[config.mk]
export PLATFORM = sky130hd
export DESIGN_NAME = iddrx2_align_ctrl
export DESIGN_NICKNAME = d
export VERILOG_FILES = /design/src/rtl/iddrx2_align_ctrl.sv
export SDC_FILE = /design/constraint.sdc
export NUM_CORES = 1
export LEC_CHECK = 0
export CAP_MARGIN = 20
export CORE_MARGIN = 2
export CORE_UTILIZATION = 50
export DETAILED_ROUTE_END_ITERATION = 8
export PLACE_DENSITY = 0.76
export SLEW_MARGIN = 15
export SYNTH_ARGS = -nofsm -noshare
export SYNTH_HDL_FRONTEND = slang
export SYNTH_SLANG_ARGS = --single-unit
[constraint.sdc]
create_clock -name i_sclk -period 1.64 [get_ports i_sclk]
set_input_delay 0.328 -clock i_sclk [delete_from_list [all_inputs] [get_ports i_sclk]]
set_output_delay 0.328 -clock i_sclk [all_outputs]
set_load 0.02 [all_outputs]
[src/rtl/iddrx2_align_ctrl.sv]
// iddrx2_align_ctrl
//   Word-alignment sequencer for an x2-gearing input DDR cell. During link
//   training it watches the SCLK-domain word {Q3,Q2,Q1,Q0}. It pulses ALIGNWD,
//   one slip per pulse, until PATTERN is seen on MATCH_CNT consecutive cycles,
//   then reports lock. If MAX_SLIPS slips are used up without lock, it reports FAIL.
//
// Ports
//   i_sclk       system clock, the same SCLK as the IDDRX2E
//   i_rst        asynchronous active-high reset
//   i_start      begin or restart alignment (level, sampled on i_sclk)
//   i_q0..i_q3   deserialized bits from the IDDRX2E
//   o_alignwd    one-cycle slip request to IDDRX2E.ALIGNWD
//   o_busy       alignment attempt in progress (SETTLE/CHECK/SLIP)
//   o_locked     pattern aligned
//   o_fail       slips exhausted without lock
//   o_slip_cnt   slips issued in the current attempt
//
// Build option
//   IDDRX2_ALIGN_MONITOR_EN: keep comparing while locked. After ERR_LIMIT
//   consecutive bad words, drop lock and re-settle. SLIP_CNT is kept.
module iddrx2_align_ctrl #(
  parameter logic [3:0]  PATTERN    = 4'b0011,
  parameter int unsigned SETTLE_CYC = 8,
  parameter int unsigned MATCH_CNT  = 16,
  parameter int unsigned MAX_SLIPS  = 7,
  parameter int unsigned ERR_LIMIT  = 4
) (
  input  logic       i_sclk,
  input  logic       i_rst,
  input  logic       i_start,
  input  logic       i_q0,
  input  logic       i_q1,
  input  logic       i_q2,
  input  logic       i_q3,
  output logic       o_alignwd,
  output logic       o_busy,
  output logic       o_locked,
  output logic       o_fail,
  output logic [2:0] o_slip_cnt
);

  localparam logic [7:0] SettleLast = 8'(SETTLE_CYC - 1);
  localparam logic [7:0] MatchLast  = 8'(MATCH_CNT - 1);
  localparam logic [2:0] SlipMax    = 3'(MAX_SLIPS);

  typedef enum logic [2:0] {
    StIdle, StSettle, StCheck, StSlip, StLock, StFailed
  } state_t;

  state_t     r_state;
  logic [7:0] r_settle_cnt;
  logic [7:0] r_run_cnt;
  logic [2:0] r_slip_cnt;
  logic       r_alignwd;
  logic       r_busy;
  logic       r_locked;
  logic       r_fail;

  logic [3:0] w_word;
  logic       w_match;

  assign w_word  = {i_q3, i_q2, i_q1, i_q0};
  // An X on Q makes this compare X, so the if() below takes the mismatch path.
  assign w_match = (w_word == PATTERN);

`ifdef IDDRX2_ALIGN_MONITOR_EN
  localparam logic [3:0] ErrLast = 4'(ERR_LIMIT - 1);
  logic [3:0] r_err_cnt;
`else
  // ERR_LIMIT only matters for the lock monitor. This empty block keeps the
  // parameter referenced in the default build.
  if (ERR_LIMIT == 0) begin : g_err_limit_unused
  end
`endif

  always_ff @(posedge i_sclk or posedge i_rst) begin
    if (i_rst) begin
      r_state      <= StIdle;
      r_settle_cnt <= 8'd0;
      r_run_cnt    <= 8'd0;
      r_slip_cnt   <= 3'd0;
      r_alignwd    <= 1'b0;
      r_busy       <= 1'b0;
      r_locked     <= 1'b0;
      r_fail       <= 1'b0;
`ifdef IDDRX2_ALIGN_MONITOR_EN
      r_err_cnt    <= 4'd0;
`endif
    end else begin
      // ALIGNWD is only ever raised on entry to SLIP, so it lasts one cycle.
      r_alignwd <= 1'b0;
      case (r_state)
        StIdle, StFailed: begin
          if (i_start) begin
            r_state      <= StSettle;
            r_settle_cnt <= 8'd0;
            r_slip_cnt   <= 3'd0;
            r_locked     <= 1'b0;
            r_fail       <= 1'b0;
            r_busy       <= 1'b1;
          end
        end
        StSettle: begin
          if (r_settle_cnt == SettleLast) begin
            r_state   <= StCheck;
            r_run_cnt <= 8'd0;
          end else begin
            r_settle_cnt <= r_settle_cnt + 8'd1;
          end
        end
        StCheck: begin
          if (w_match) begin
            if (r_run_cnt == MatchLast) begin
              r_state  <= StLock;
              r_locked <= 1'b1;
              r_busy   <= 1'b0;
`ifdef IDDRX2_ALIGN_MONITOR_EN
              r_err_cnt <= 4'd0;
`endif
            end else begin
              r_run_cnt <= r_run_cnt + 8'd1;
            end
          end else if (r_slip_cnt < SlipMax) begin
            r_state    <= StSlip;
            r_alignwd  <= 1'b1;
            r_slip_cnt <= (r_slip_cnt == 3'd7) ? 3'd7 : r_slip_cnt + 3'd1;
          end else begin
            r_state <= StFailed;
            r_fail  <= 1'b1;
            r_busy  <= 1'b0;
          end
        end
        StSlip: begin
          r_state      <= StSettle;
          r_settle_cnt <= 8'd0;
        end
        StLock: begin
          if (i_start) begin
            r_state      <= StSettle;
            r_settle_cnt <= 8'd0;
            r_slip_cnt   <= 3'd0;
            r_locked     <= 1'b0;
            r_fail       <= 1'b0;
            r_busy       <= 1'b1;
          end
`ifdef IDDRX2_ALIGN_MONITOR_EN
          else if (w_match) begin
            r_err_cnt <= 4'd0;
          end else if (r_err_cnt == ErrLast) begin
            // Lock lost: re-settle without clearing the slip history.
            r_state      <= StSettle;
            r_settle_cnt <= 8'd0;
            r_err_cnt    <= 4'd0;
            r_locked     <= 1'b0;
            r_busy       <= 1'b1;
          end else begin
            r_err_cnt <= r_err_cnt + 4'd1;
          end
`endif
        end
        default: r_state <= StIdle;
      endcase
    end
  end

  assign o_alignwd  = r_alignwd;
  assign o_busy     = r_busy;
  assign o_locked   = r_locked;
  assign o_fail     = r_fail;
  assign o_slip_cnt = r_slip_cnt;

endmodule

==> metrics <==
total global routing overflow=0; critical path arrival=1.90 ns; Clock Path Buffers=2; starting density of the core=53.9%; failing checks=negative setup slack; initial antenna violation count=0; syn avg cell area=10.2 um2; post-place setup slack=-0.214 ns; Core Area=0.00254 mm2; final slew viol count=0; crit-path cells=or4_4 > o211ai_4 > buf_6 > o211ai_1 > a21o_1; number of port buffers=13; DR vias/cell=5.75; CP max-delay cell=or4_4; top-level I/O count=14; crit start category=flop; Post-Syn Nets=144; hold crit path type=in2async; max_cap viols=0; Warnings, synthesis=0; final-stage net count=between 150 and 200; final wirelength=about 2800 um; status=complete, but fails checks; Post-DP HPWL=2050 um; unrepaired setup endpoints after global routing=yes; synth top area cells=dfrtp_1 (47%), nor2_1 (4.9%), a31oi_1 (2.7%); DRC violation count after routing=0; top cell type's share of synthesized area=47.4%; H-tree Lvls=1; area leader, netlist=dfrtp_1; Synth cell types=45; Final Hold Fails=0; crit path time final=1.67 ns; cts bufs inserted=3; fin cells=about 200; RD Place Congestion=0.775; die footprint=0.00318 mm2; CTS tree=built; setup slack after layout=-0.0310 ns; first-pass GRT wire length=4900 um; largest net degree at the start of global routing=27; Setup CP Type=reg2reg; clk slew on worst S/H paths=0.14 ns; synthesized cell area=between 0.001 and 0.0015 mm2; Worst Setup End Kind=flop; fraction of layout cells with a size suffix above 1=a little over a quarter; clock latency on the worst-skew pair=0.31 ns; register area share after synthesis=47.4%; clock sinks=26; most frequent cells in the layout=dfrtp_1 (24), buf_4 (23), nor2_1 (18); Critical Path Max Stage Delay=approximately 0.58 ns; Critical Path Fanout Max=4; # fillers=193; P per Cell Area=approximately 1300 mW/mm2; Finish-stage setup viols=3; clock skew=0.00381 ns; commonest non-fill, non-tap cell in the layout=dfrtp_1; drt pass-1 iters=4; worst-margin pin slew=0.334 ns; Antenna Diode Count=0; Seq cells post-synth=26; die width=56.4 um; FP Rows=18; die height=56.4 um; CP required=approximately 1.9 ns; slew margin rel.=77.7%; vias in the first global route=1192; max frequency=between 500 and 600 MHz; placed insts=192; VDD IR max=1.11 mV; ANT nets after route=0; cts hold-fix bufs=0; DR WL/cell=13.9 um; Vias=~1200; LEAKAGE=between 0.0008 and 0.0009 uW; Area Growth Syn to Fin=30.4%; Iter 0 DRT Violations=35; Synth Instances=134; GRT Resource Usage Total=between 10% and 20%; Tcrit/Tclk final=102%; CTS root buffer=clkbuf_4
## cells in the mapped netlist (all sizes together)
master	count
o311ai	1
inv	7
nand4	3
ha	3
nand3b	1
o211ai	4
nand2	7
and2	1
a31oi	6
a31o	1
a2bb2oi	1
nand4bb	1
o31ai	1
a21boi	1
a21o	1
mux2	1
nand2b	4
nand3	5
o21a	1
o21bai	1
and4b	2
o211a	1
a211oi	3
nor3b	1
nor2b	2
nor2	18
buf	2
and3	3
or4	2
clkbuf	2
a41oi	2
nor3	1
mux2i	3
a22o	1
xor2	4
xnor2	1
a21oi	7
dfrtp	26
and4bb	2
## logic make-up (layout without fill, tap and decap cells)
logic type	after synthesis	after routing	share of synthesized area, %
muxes	4	4	3.01
and+or+nand+nor	53	53	22.6
adders and majority gates	3	3	2.74
xor gates and xnor gates	5	5	3.19
AOI/OAI and AO/OA	32	32	17.4
DFF	26	26	47.4
buffers and inverters	11	48	3.65
## worst paths after layout
kind                                          start                  endpoint  slack [ns]  depth (start not counted)
setup / recovery           r_run_cnt[7]$_DFFE_PP0P_        o_busy$_DFFE_PP0P_       -0.03                          5
hold / removal                                i_rst  r_run_cnt[1]$_DFFE_PP0P_        0.35                          3
setup reg to reg           r_run_cnt[7]$_DFFE_PP0P_        o_busy$_DFFE_PP0P_       -0.03                          5
hold reg to reg                  o_busy$_DFFE_PP0P_        o_busy$_DFFE_PP0P_        0.50                          1
max in group asynchronous                     i_rst    r_state[0]$_DFFE_PP0P_        1.03                          3
min in group i_sclk              o_busy$_DFFE_PP0P_        o_busy$_DFFE_PP0P_        0.50                          1
## per-stage QoR
stage	hold slack, ns	cell area (um2)	setup TNS (ns)	utilization [%]	total power (uW)
floorplan	0.368	1370	0	-	1480
detailed placement	0.479	1660	-1.52	65.2	1810
CTS	0.336	1760	-0.142	69.0	2250
global route	0.358	1790	-0.505	70.3	2430
finish	0.347	1790	-0.0647	70.3	2250
global placement	0.465	1660	-1.09	65.2	1770
## worst max-delay path: cells and delay by family (launching register included)
family	cells	cell delay, ns
AND/OR/NAND/NOR	1	0.58
buffers and inverters	1	0.15
flip-flops	1	0.40
AO/OA/AOI/OAI	3	0.46
## what timing repair did
item	4_1_cts	5_1_grt
gates cloned	0	0
setup buffers	5	0
setup endpoints to repair	15	14
pin swaps	7	3
resized for setup	9	8
## per-layer routing
metal | vias to the layer above | global-route usage (%) | share of wire, %
met4 | 0 | 6.12 | 0.54
met5 | - | 0 | 0
met1 | 556 | 23.1 | 43
met2 | 27 | 35.5 | 52
met3 | 2 | 3.23 | 4.2
li1 | 570 | - | -
## state kept, by name, indices dropped and copies added (netlist names)
signal        cells
o_alignwd         1
o_busy            1
o_fail            1
o_locked          1
o_slip_cnt        3
r_run_cnt         8
r_settle_cnt      8
r_state           3
## power breakdown
part	internal, uW	leakage [uW]	switching (uW)
sequential	788	0.000341	150
clock	247	0.0000279	187
combinational	446	0.000490	431
## layout make-up
class	count	area [um2]	area share (%)
well taps	30	37.5	2.10
inverters	7	26.3	1.47
multi-input cells	97	709	39.7
flip-flops and latches	26	653	36.5
clock buffers	3	22.5	1.26
repair buffers	37	310	17.3
clock inverters	1	30.0	1.68
No activity file was read; power rests on OpenSTA's default activity.
